`src/rtl/pcie_pkg.sv`:
```
// Shared encodings for the PCIe/AXI bridge: TLP fmt/type codes, AXI constants and FSM states.
package pcie_pkg;
  localparam logic [2:0] FMT_MWR_3DW    = 3'b010;
  localparam logic [2:0] FMT_MWR_4DW    = 3'b011;
  localparam logic [4:0] TYPE_MEM       = 5'b00000;
  localparam logic [2:0] AXI_SIZE_128   = 3'b100;
  localparam logic [1:0] AXI_BURST_INCR = 2'b01;
  localparam logic [1:0] AXI_RESP_OKAY  = 2'b00;
  localparam int         MAX_PAYLOAD_DW = 32;

  typedef enum logic [1:0] {
    ST_IDLE,
    ST_CHECK,
    ST_XFER,
    ST_RESP
  } wr_state_t;
endpackage

```
`src/rtl/pcie_tlp_axi_wr_master_if.sv`:
```
// AXI write channels (AW/W/B) between the inbound TLP write master and the system fabric.
interface pcie_tlp_axi_wr_master_if #(
  parameter int ID_WIDTH   = 4,
  parameter int ADDR_WIDTH = 32
) ();
  logic [ID_WIDTH-1:0]   awid;
  logic [ADDR_WIDTH-1:0] awaddr;
  logic [7:0]            awlen;
  logic [2:0]            awsize;
  logic [1:0]            awburst;
  logic                  awvalid;
  logic                  awready;
  logic [127:0]          wdata;
  logic [15:0]           wstrb;
  logic                  wlast;
  logic                  wvalid;
  logic                  wready;
  logic [ID_WIDTH-1:0]   bid;
  logic [1:0]            bresp;
  logic                  bvalid;
  logic                  bready;

  modport master (
    output awid, awaddr, awlen, awsize, awburst, awvalid,
    input  awready,
    output wdata, wstrb, wlast, wvalid,
    input  wready,
    input  bid, bresp, bvalid,
    output bready
  );

  modport slave (
    input  awid, awaddr, awlen, awsize, awburst, awvalid,
    output awready,
    input  wdata, wstrb, wlast, wvalid,
    output wready,
    output bid, bresp, bvalid,
    input  bready
  );
endinterface

```
`src/rtl/pcie_wstrb_gen.sv`:
```
// Byte strobe for one 16-byte beat: full on every beat except a last beat carrying a partial DW group.
module pcie_wstrb_gen (
  input  logic [1:0]  len_mod,
  input  logic        last,
  output logic [15:0] wstrb
);
  always_comb begin
    wstrb = 16'hFFFF;
    if (last) begin
      case (len_mod)
        2'd1:    wstrb = 16'h000F;
        2'd2:    wstrb = 16'h00FF;
        2'd3:    wstrb = 16'h0FFF;
        default: wstrb = 16'hFFFF;
      endcase
    end
  end
endmodule

```
`src/rtl/pcie_tlp_axi_wr_master.sv`:
```
// Replays one Memory-Write TLP as a single INCR AXI write burst and reports its completion.
// Optional build macro PCIE_RX_ERR_STAT_EN adds saturating drop/B-error counters.
//
// state | meaning
// IDLE  | tlp_ready high, waiting for a TLP
// CHECK | validate latched header, reject or launch burst
// XFER  | AW and W channels run independently
// RESP  | bready high, waiting for the B response
module pcie_tlp_axi_wr_master
  import pcie_pkg::*;
#(
  parameter int AXI_ID_WIDTH   = 4,
  parameter int AXI_ADDR_WIDTH = 32,
  parameter int WR_ID          = 0
) (
  input  logic                      clk,
  input  logic                      rst,
  input  logic                      tlp_valid,
  output logic                      tlp_ready,
  input  logic [2:0]                tlp_fmt,
  input  logic [4:0]                tlp_type,
  input  logic [2:0]                tlp_tc,
  input  logic [8:0]                tlp_length,
  input  logic [15:0]               tlp_req_id,
  input  logic [AXI_ADDR_WIDTH-1:0] tlp_addr,
  input  logic [1023:0]             tlp_data,
  pcie_tlp_axi_wr_master_if.master  axi,
  output logic                      wr_done,
  output logic                      wr_err
`ifdef PCIE_RX_ERR_STAT_EN
  ,
  output logic [15:0]               drop_cnt,
  output logic [15:0]               bresp_err_cnt
`endif
);
  wr_state_t                 state;
  logic [2:0]                fmt_q;
  logic [4:0]                type_q;
  logic [2:0]                tc_q;
  logic [8:0]                len_q;
  logic [15:0]               req_id_q;
  logic [AXI_ADDR_WIDTH-1:0] addr_q;
  logic [1023:0]             data_q;
  logic [2:0]                beat_q;
  logic                      aw_done;
  logic                      w_done;

  logic [3:0]   beats;
  logic [2:0]   last_idx;
  logic [2:0]   beat_nxt;
  logic         last_nxt;
  logic [15:0]  strb_nxt;
  logic [127:0] wdata_nxt;
  logic         tlp_ok;
  logic         aw_hs;
  logic         w_hs;
  logic         wl_hs;
  logic         b_ok;
  logic         unused_capt;

  assign beats     = 4'((len_q + 9'd3) >> 2);
  assign last_idx  = 3'(beats - 4'd1);
  assign beat_nxt  = (state == ST_CHECK) ? 3'd0 : beat_q + 3'd1;
  assign last_nxt  = (beat_nxt == last_idx);
  assign wdata_nxt = data_q[{beat_nxt, 7'd0} +: 128];
  assign tlp_ok    = (fmt_q == FMT_MWR_3DW || fmt_q == FMT_MWR_4DW) && (type_q == TYPE_MEM)
                     && (len_q != 9'd0) && (len_q <= 9'(MAX_PAYLOAD_DW)) && (addr_q[3:0] == 4'd0);
  assign aw_hs     = axi.awvalid & axi.awready;
  assign w_hs      = axi.wvalid & axi.wready;
  assign wl_hs     = w_hs & axi.wlast;
  assign b_ok      = (axi.bresp == AXI_RESP_OKAY) && (axi.bid == AXI_ID_WIDTH'(WR_ID));
  // tc and requester ID are kept for debug visibility only
  assign unused_capt = ^{tc_q, req_id_q};

  pcie_wstrb_gen u_wstrb_gen (
    .len_mod (len_q[1:0]),
    .last    (last_nxt),
    .wstrb   (strb_nxt)
  );

  always_ff @(posedge clk or posedge rst) begin
    if (rst) begin
      state       <= ST_IDLE;
      tlp_ready   <= 1'b0;
      fmt_q       <= '0;
      type_q      <= '0;
      tc_q        <= '0;
      len_q       <= '0;
      req_id_q    <= '0;
      addr_q      <= '0;
      data_q      <= '0;
      beat_q      <= '0;
      aw_done     <= 1'b0;
      w_done      <= 1'b0;
      axi.awid    <= '0;
      axi.awaddr  <= '0;
      axi.awlen   <= '0;
      axi.awsize  <= '0;
      axi.awburst <= '0;
      axi.awvalid <= 1'b0;
      axi.wdata   <= '0;
      axi.wstrb   <= '0;
      axi.wlast   <= 1'b0;
      axi.wvalid  <= 1'b0;
      axi.bready  <= 1'b0;
      wr_done     <= 1'b0;
      wr_err      <= 1'b0;
`ifdef PCIE_RX_ERR_STAT_EN
      drop_cnt      <= '0;
      bresp_err_cnt <= '0;
`endif
    end else begin
      wr_done <= 1'b0;
      wr_err  <= 1'b0;
      case (state)
        ST_IDLE: begin
          if (tlp_valid && tlp_ready) begin
            fmt_q     <= tlp_fmt;
            type_q    <= tlp_type;
            tc_q      <= tlp_tc;
            len_q     <= tlp_length;
            req_id_q  <= tlp_req_id;
            addr_q    <= tlp_addr;
            data_q    <= tlp_data;
            tlp_ready <= 1'b0;
            state     <= ST_CHECK;
          end else begin
            tlp_ready <= 1'b1;
          end
        end
        ST_CHECK: begin
          if (tlp_ok) begin
            axi.awid    <= AXI_ID_WIDTH'(WR_ID);
            axi.awaddr  <= addr_q;
            axi.awlen   <= {5'd0, last_idx};
            axi.awsize  <= AXI_SIZE_128;
            axi.awburst <= AXI_BURST_INCR;
            axi.awvalid <= 1'b1;
            axi.wdata   <= wdata_nxt;
            axi.wstrb   <= strb_nxt;
            axi.wlast   <= last_nxt;
            axi.wvalid  <= 1'b1;
            beat_q      <= beat_nxt;
            aw_done     <= 1'b0;
            w_done      <= 1'b0;
            state       <= ST_XFER;
          end else begin
            wr_err    <= 1'b1;
            tlp_ready <= 1'b1;
            state     <= ST_IDLE;
`ifdef PCIE_RX_ERR_STAT_EN
            if (drop_cnt != 16'hFFFF) drop_cnt <= drop_cnt + 16'd1;
`endif
          end
        end
        ST_XFER: begin
          if (aw_hs) axi.awvalid <= 1'b0;
          if (w_hs) begin
            if (axi.wlast) begin
              axi.wvalid <= 1'b0;
              axi.wlast  <= 1'b0;
            end else begin
              beat_q    <= beat_nxt;
              axi.wdata <= wdata_nxt;
              axi.wstrb <= strb_nxt;
              axi.wlast <= last_nxt;
            end
          end
          aw_done <= aw_done | aw_hs;
          w_done  <= w_done | wl_hs;
          // either channel may finish first; leave once both have
          if ((aw_done | aw_hs) && (w_done | wl_hs)) begin
            axi.bready <= 1'b1;
            state      <= ST_RESP;
          end
        end
        ST_RESP: begin
          if (axi.bvalid) begin
            axi.bready <= 1'b0;
            tlp_ready  <= 1'b1;
            state      <= ST_IDLE;
            if (b_ok) begin
              wr_done <= 1'b1;
            end else begin
              wr_err <= 1'b1;
`ifdef PCIE_RX_ERR_STAT_EN
              if (bresp_err_cnt != 16'hFFFF) bresp_err_cnt <= bresp_err_cnt + 16'd1;
`endif
            end
          end
        end
        default: state <= ST_IDLE;
      endcase
    end
  end
endmodule
```
`src/flat_wrapper.sv`:
```
// flat-port wrapper written by rule: the top's interface ports become plain ports
module pcie_tlp_axi_wr_master_flat import pcie_pkg::*;
#(
  parameter int AXI_ID_WIDTH   = 4,
  parameter int AXI_ADDR_WIDTH = 32,
  parameter int WR_ID          = 0
)
  (clk, rst, tlp_valid, tlp_ready, tlp_fmt, tlp_type, tlp_tc, tlp_length, tlp_req_id, tlp_addr, tlp_data, wr_done, wr_err, axi_awid, axi_awaddr, axi_awlen, axi_awsize, axi_awburst, axi_awvalid, axi_awready, axi_wdata, axi_wstrb, axi_wlast, axi_wvalid, axi_wready, axi_bid, axi_bresp, axi_bvalid, axi_bready);
  pcie_tlp_axi_wr_master_if axi_i ();
  input  logic clk;
  input  logic rst;
  input  logic tlp_valid;
  output logic tlp_ready;
  input  logic [2:0] tlp_fmt;
  input  logic [4:0] tlp_type;
  input  logic [2:0] tlp_tc;
  input  logic [8:0] tlp_length;
  input  logic [15:0] tlp_req_id;
  input  logic [AXI_ADDR_WIDTH-1:0] tlp_addr;
  input  logic [1023:0] tlp_data;
  output logic wr_done;
  output logic wr_err;
  output wire logic [$bits(axi_i.awid)-1:0] axi_awid;
  output wire logic [$bits(axi_i.awaddr)-1:0] axi_awaddr;
  output wire logic [$bits(axi_i.awlen)-1:0] axi_awlen;
  output wire logic [$bits(axi_i.awsize)-1:0] axi_awsize;
  output wire logic [$bits(axi_i.awburst)-1:0] axi_awburst;
  output wire logic [$bits(axi_i.awvalid)-1:0] axi_awvalid;
  input wire logic [$bits(axi_i.awready)-1:0] axi_awready;
  output wire logic [$bits(axi_i.wdata)-1:0] axi_wdata;
  output wire logic [$bits(axi_i.wstrb)-1:0] axi_wstrb;
  output wire logic [$bits(axi_i.wlast)-1:0] axi_wlast;
  output wire logic [$bits(axi_i.wvalid)-1:0] axi_wvalid;
  input wire logic [$bits(axi_i.wready)-1:0] axi_wready;
  input wire logic [$bits(axi_i.bid)-1:0] axi_bid;
  input wire logic [$bits(axi_i.bresp)-1:0] axi_bresp;
  input wire logic [$bits(axi_i.bvalid)-1:0] axi_bvalid;
  output wire logic [$bits(axi_i.bready)-1:0] axi_bready;
  assign axi_awid = axi_i.awid;
  assign axi_awaddr = axi_i.awaddr;
  assign axi_awlen = axi_i.awlen;
  assign axi_awsize = axi_i.awsize;
  assign axi_awburst = axi_i.awburst;
  assign axi_awvalid = axi_i.awvalid;
  assign axi_i.awready = axi_awready;
  assign axi_wdata = axi_i.wdata;
  assign axi_wstrb = axi_i.wstrb;
  assign axi_wlast = axi_i.wlast;
  assign axi_wvalid = axi_i.wvalid;
  assign axi_i.wready = axi_wready;
  assign axi_i.bid = axi_bid;
  assign axi_i.bresp = axi_bresp;
  assign axi_i.bvalid = axi_bvalid;
  assign axi_bready = axi_i.bready;
  pcie_tlp_axi_wr_master #(.AXI_ID_WIDTH(AXI_ID_WIDTH), .AXI_ADDR_WIDTH(AXI_ADDR_WIDTH), .WR_ID(WR_ID)) u_core (.clk(clk), .rst(rst), .tlp_valid(tlp_valid), .tlp_ready(tlp_ready), .tlp_fmt(tlp_fmt), .tlp_type(tlp_type), .tlp_tc(tlp_tc), .tlp_length(tlp_length), .tlp_req_id(tlp_req_id), .tlp_addr(tlp_addr), .tlp_data(tlp_data), .axi(axi_i), .wr_done(wr_done), .wr_err(wr_err));
endmodule
```
`config.mk`:
```
export PLATFORM = sky130hd
export DESIGN_NAME = pcie_tlp_axi_wr_master_flat
export DESIGN_NICKNAME = d
export VERILOG_FILES = /design/src/rtl/pcie_pkg.sv /design/src/rtl/pcie_tlp_axi_wr_master_if.sv /design/src/rtl/pcie_wstrb_gen.sv /design/src/rtl/pcie_tlp_axi_wr_master.sv /design/src/flat_wrapper.sv
export SDC_FILE = /design/constraint.sdc
export NUM_CORES = 2
export LEC_CHECK = 0
export BUFFER_PORTS_ARGS = -buffer_cell sky130_fd_sc_hd__buf_2
export CAP_MARGIN = 20
export CELL_PAD_IN_SITES_DETAIL_PLACEMENT = 1
export CELL_PAD_IN_SITES_GLOBAL_PLACEMENT = 2
export CORE_AREA = 2 2 505 507
export DETAILED_ROUTE_END_ITERATION = 10
export DIE_AREA = 0 0 507 509
export PLACE_DENSITY = 0.53
export SLEW_MARGIN = 20
export SYNTH_ARGS = -nofsm -noshare
export SYNTH_HDL_FRONTEND = slang
export SYNTH_SLANG_ARGS = --single-unit
```
`constraint.sdc`:
```
create_clock -name clk -period 87.3 [get_ports clk]
set_input_delay 26.19 -clock clk [delete_from_list [all_inputs] [get_ports clk]]
set_output_delay 26.19 -clock clk [all_outputs]
set_load 0.05 [all_outputs]
```
==> key figures <==
Run status
  • Status: finished clean

Place
  • Quantity of I/O buffers inserted on ports: between 1000 and 1500
  • Placed cell count: 8913
  • Dpl ws: 56220 ps
  • Placed cell area: 66000 sq um
  • Final HPWL DP: approximately 190000 um
  • Placer Congestion: 0.800

Synth
  • Avg Inst Size Synth: 12.2 sq um
  • Synth Register Bits: ~1300
  • Mapped Cells: 4596
  • Yosys warnings: 0
  • Post-synthesis sequential area ratio: 0.558
  • Syn Std Cell Area: around 56000 sq um
  • Synth unique cells: 44

Worst hold path
  • Worst min path class: reg -> reg

CTS
  • Clock Root Buffer: clkbuf_16
  • Total CTS buffers: approximately 160
  • Cts repair resizes: 0
  • CTS tree: built
  • Post-CTS Hold Fix Bufs: 0
  • Worst-Skew Late Latency: 840 ps
  • Clock buffer depth: 3
  • Clk slew on worst S/H paths: 60 ps
  • Sink Count: 1254
  • CTS H-tree depth: 4
  • Setup repair bufs after CTS: 0

Timing
  • Final hold slack: 462 ps
  • RSZ-0062 raised after global routing: false
  • Total Neg Setup Slack: 0 ps
  • Clock Skews: 50.4 ps
  • Pins Over Slew Limit: 0
  • Post-layout min period: 30110 ps
  • Final period utilization: 0.345
  • Setup violators final: 0
  • F_max: 33.2 MHz
  • Least-Margin Pin Slew: 1360 ps
  • Final hold viol count: 0
  • Max transition margin: 0.0959
  • Setup WS post-layout: 57190 ps

Layout
  • Design Area, Final: slightly above 70000 sq um
  • Share of cells above drive strength 1: 0.481
  • # nets final: 6823
  • Final cell count without fillers: between 9000 and 10000
  • Final design utilization: 0.284
  • Leading cell type in the layout, fill and taps excluded: buf_2
  • Layout area overhead: 27.5%
  • Most frequent cells in the layout: 1271 x buf_2, 1253 x dfrtp_1, 1186 x mux2_2, 384 x o21ai_0, 353 x nand2_1
  • Filler cell count: about 28000

Routing
  • Vias after detailed routing: 44000
  • DR iter-0 viols: 2081
  • Detail Route Antenna Nets: 0
  • Drt total wl: 266000 um
  • Drt wl/cell: 28.6 um
  • Pre-Repair DR Iteration Count: 5
  • # DRC: 0
  • Routed vias/inst: 4.73

Critical path
  • CP Capture Type: flip-flop
  • Worst path arrival time: 30790 ps
  • Setup CP Type: in -> reg
  • Worst-path fanout max: 74
  • Worst endpoint required time: 87980 ps
  • Crit start category: primary input

Power and ir drop
  • Pwr Density: 40.9 nW/um^2
  • Sequential share of power: 0.353
  • Combinational share of power: 0.410
  • P_int: 1.78 mW
  • Clk pwr share: 0.237
  • Peak VDD IR: around 0.022 mV
  • Switching share of power: 0.395
  • Total chip power: 2.93 mW
  • Switching pwr: 1.16 mW
  • Leak pwr: 31.6 nW

Global route
  • Initial antenna violation count: 368
  • Vias in the first global route: about 46000
  • GRT overflow: 0
  • First-pass GRT wire length: between 300000 and 400000 um
  • Largest net degree at the start of global routing: about 170
  • Total track usage: 0.201

Floorplanning
  • I/O pin cnt: 1304
  • CORE AREA: roughly 250000 sq um
  • Total die area: 258000 sq um
  • Die W: 507 um
  • Die Y: approximately 510 um
  • Placement Rows: around 190
  • Initial Util: 0.222

Flow run
  • Max Cap Viol: 0
## final timing paths
path	start	end	slack (ps)	cells after the start
max in group asynchronous	rst	u_core.data_q[94]$_DFFE_PP0P_	58780	5
min in group asynchronous	rst	u_core.data_q[656]$_DFFE_PP0P_	25470	2
max reg2reg	u_core.state[0]$_DFFE_PP0P_	u_core.data_q[544]$_DFFE_PP0P_	81880	8
min	u_core.axi.awaddr[5]$_DFFE_PP0P_	u_core.axi.awaddr[5]$_DFFE_PP0P_	460	2
min reg2reg	u_core.axi.awaddr[5]$_DFFE_PP0P_	u_core.axi.awaddr[5]$_DFFE_PP0P_	460	2
max	tlp_valid	u_core.data_q[544]$_DFFE_PP0P_	57190	7
## critical path: stages
cell	delay (ps)
buf_2	120
nand3_4	550
buf_4	790
buf_4	720
buf_4	880
buf_4	910
mux2_2	410
## power groups by stage
stage | Clock, mW | Combinational [mW] | Sequential (mW)
after global placement | 0 | 1.21 | 1.03
after global routing | 0.742 | 1.31 | 1.07
final | 0.695 | 1.20 | 1.04
after floorplan | 0 | 0.759 | 1.08
after detailed placement | 0 | 1.23 | 1.04
after CTS | 0.720 | 1.23 | 1.03
## sequential cells by signal, indices dropped and copies added, names as in the netlist, named ones only
register / flops
u_core.axi.wstrb: 4
u_core.w_done: 1
u_core.state: 1
u_core.axi.awburst: 1
u_core.axi.wvalid: 1
u_core.axi.awlen: 3
u_core.data_q: 1024
u_core.axi.awaddr: 32
u_core.aw_done: 1
u_core.axi.awvalid: 1
u_core.axi.wlast: 1
u_core.type_q: 5
u_core.len_q: 9
u_core.tlp_ready: 1
u_core.beat_q: 3
u_core.wr_done: 1
u_core.addr_q: 32
u_core.wr_err: 1
u_core.axi.wdata: 128
u_core.fmt_q: 2
u_core.axi.bready: 1
## metal layers
layer | wire length (um) | global-route usage | vias to the layer above | part of all wire
met5 | 1160 | 0 | - | 0.0043
met4 | 8360 | 0.0562 | 188 | 0.031
met3 | 20500 | 0.0693 | 727 | 0.077
met2 | 124000 | 0.326 | 1474 | 0.47
met1 | 112000 | 0.252 | 22600 | 0.42
li1 | - | - | 19000 | -
## layout make-up
cell class              instances  area, sq um  area share
flip-flops and latches       1254        31400       0.438
repair buffers               1346         7070      0.0985
diodes                        103          258     0.00359
well taps                    3366         4210      0.0587
clock inverters                38          622     0.00867
inverters                       9         48.8    0.000681
clock buffers                 250         4830      0.0673
multi-input cells            2938        23300       0.325
## kinds of logic after synthesis
kind of cell | synth area share
flip-flops | 0.558
multiplexers | 0.242
AND/OR/NAND/NOR | 0.0734
AO/OA/AOI/OAI | 0.0917
buffers and inverters | 0.0306
XOR/XNOR | 0.00185
adder cells (fa/ha/maj) | 0.00200
other | 0.0000667
## synth_stat cells
cell type  instances  area, sq um
ha_1               9          113
buf_4             25          188
dfrtp_1         1254        31400
nor3_2             1         10.0
or2_2              1         6.26
and2_1             4         25.0
clkbuf_1         343         1290
o221ai_1         128         1120
mux2_4            10          150
mux2i_1            2         20.0
o31ai_1            1         7.51
buf_6              6         67.6
a22o_1             2         17.5
nor4b_4            1         23.8
nor2_1           136          510
buf_2             17         85.1
nand3_1          134          671
buf_1             15         56.3
o32a_1             4         40.0
a22oi_1            1         7.51
and4_1             1         8.76
o2bb2ai_1        130         1140
a31oi_1          129          807
xor2_2             1         16.3
a221oi_1           1         8.76
o21a_1             1         7.51
and3_1           128          801
conb_1             1         3.75
nor3_1           129          646
nand2b_1           4         25.0
xor2_1             4         35.0
nor2b_1            3         18.8
a21oi_1           13         65.1
inv_1              9         33.8
o21ai_0          384         1920
nand2_1          354         1330
nor4_1             3         18.8
nand3b_1           1         7.51
mux2_1             8         90.1
a21o_1             2         15.0
nand4_1            3         18.8
nor4b_1            1         8.76
mux2_2          1186        13400
xnor2_1            6         52.6
(Power assumes the default switching activity.)
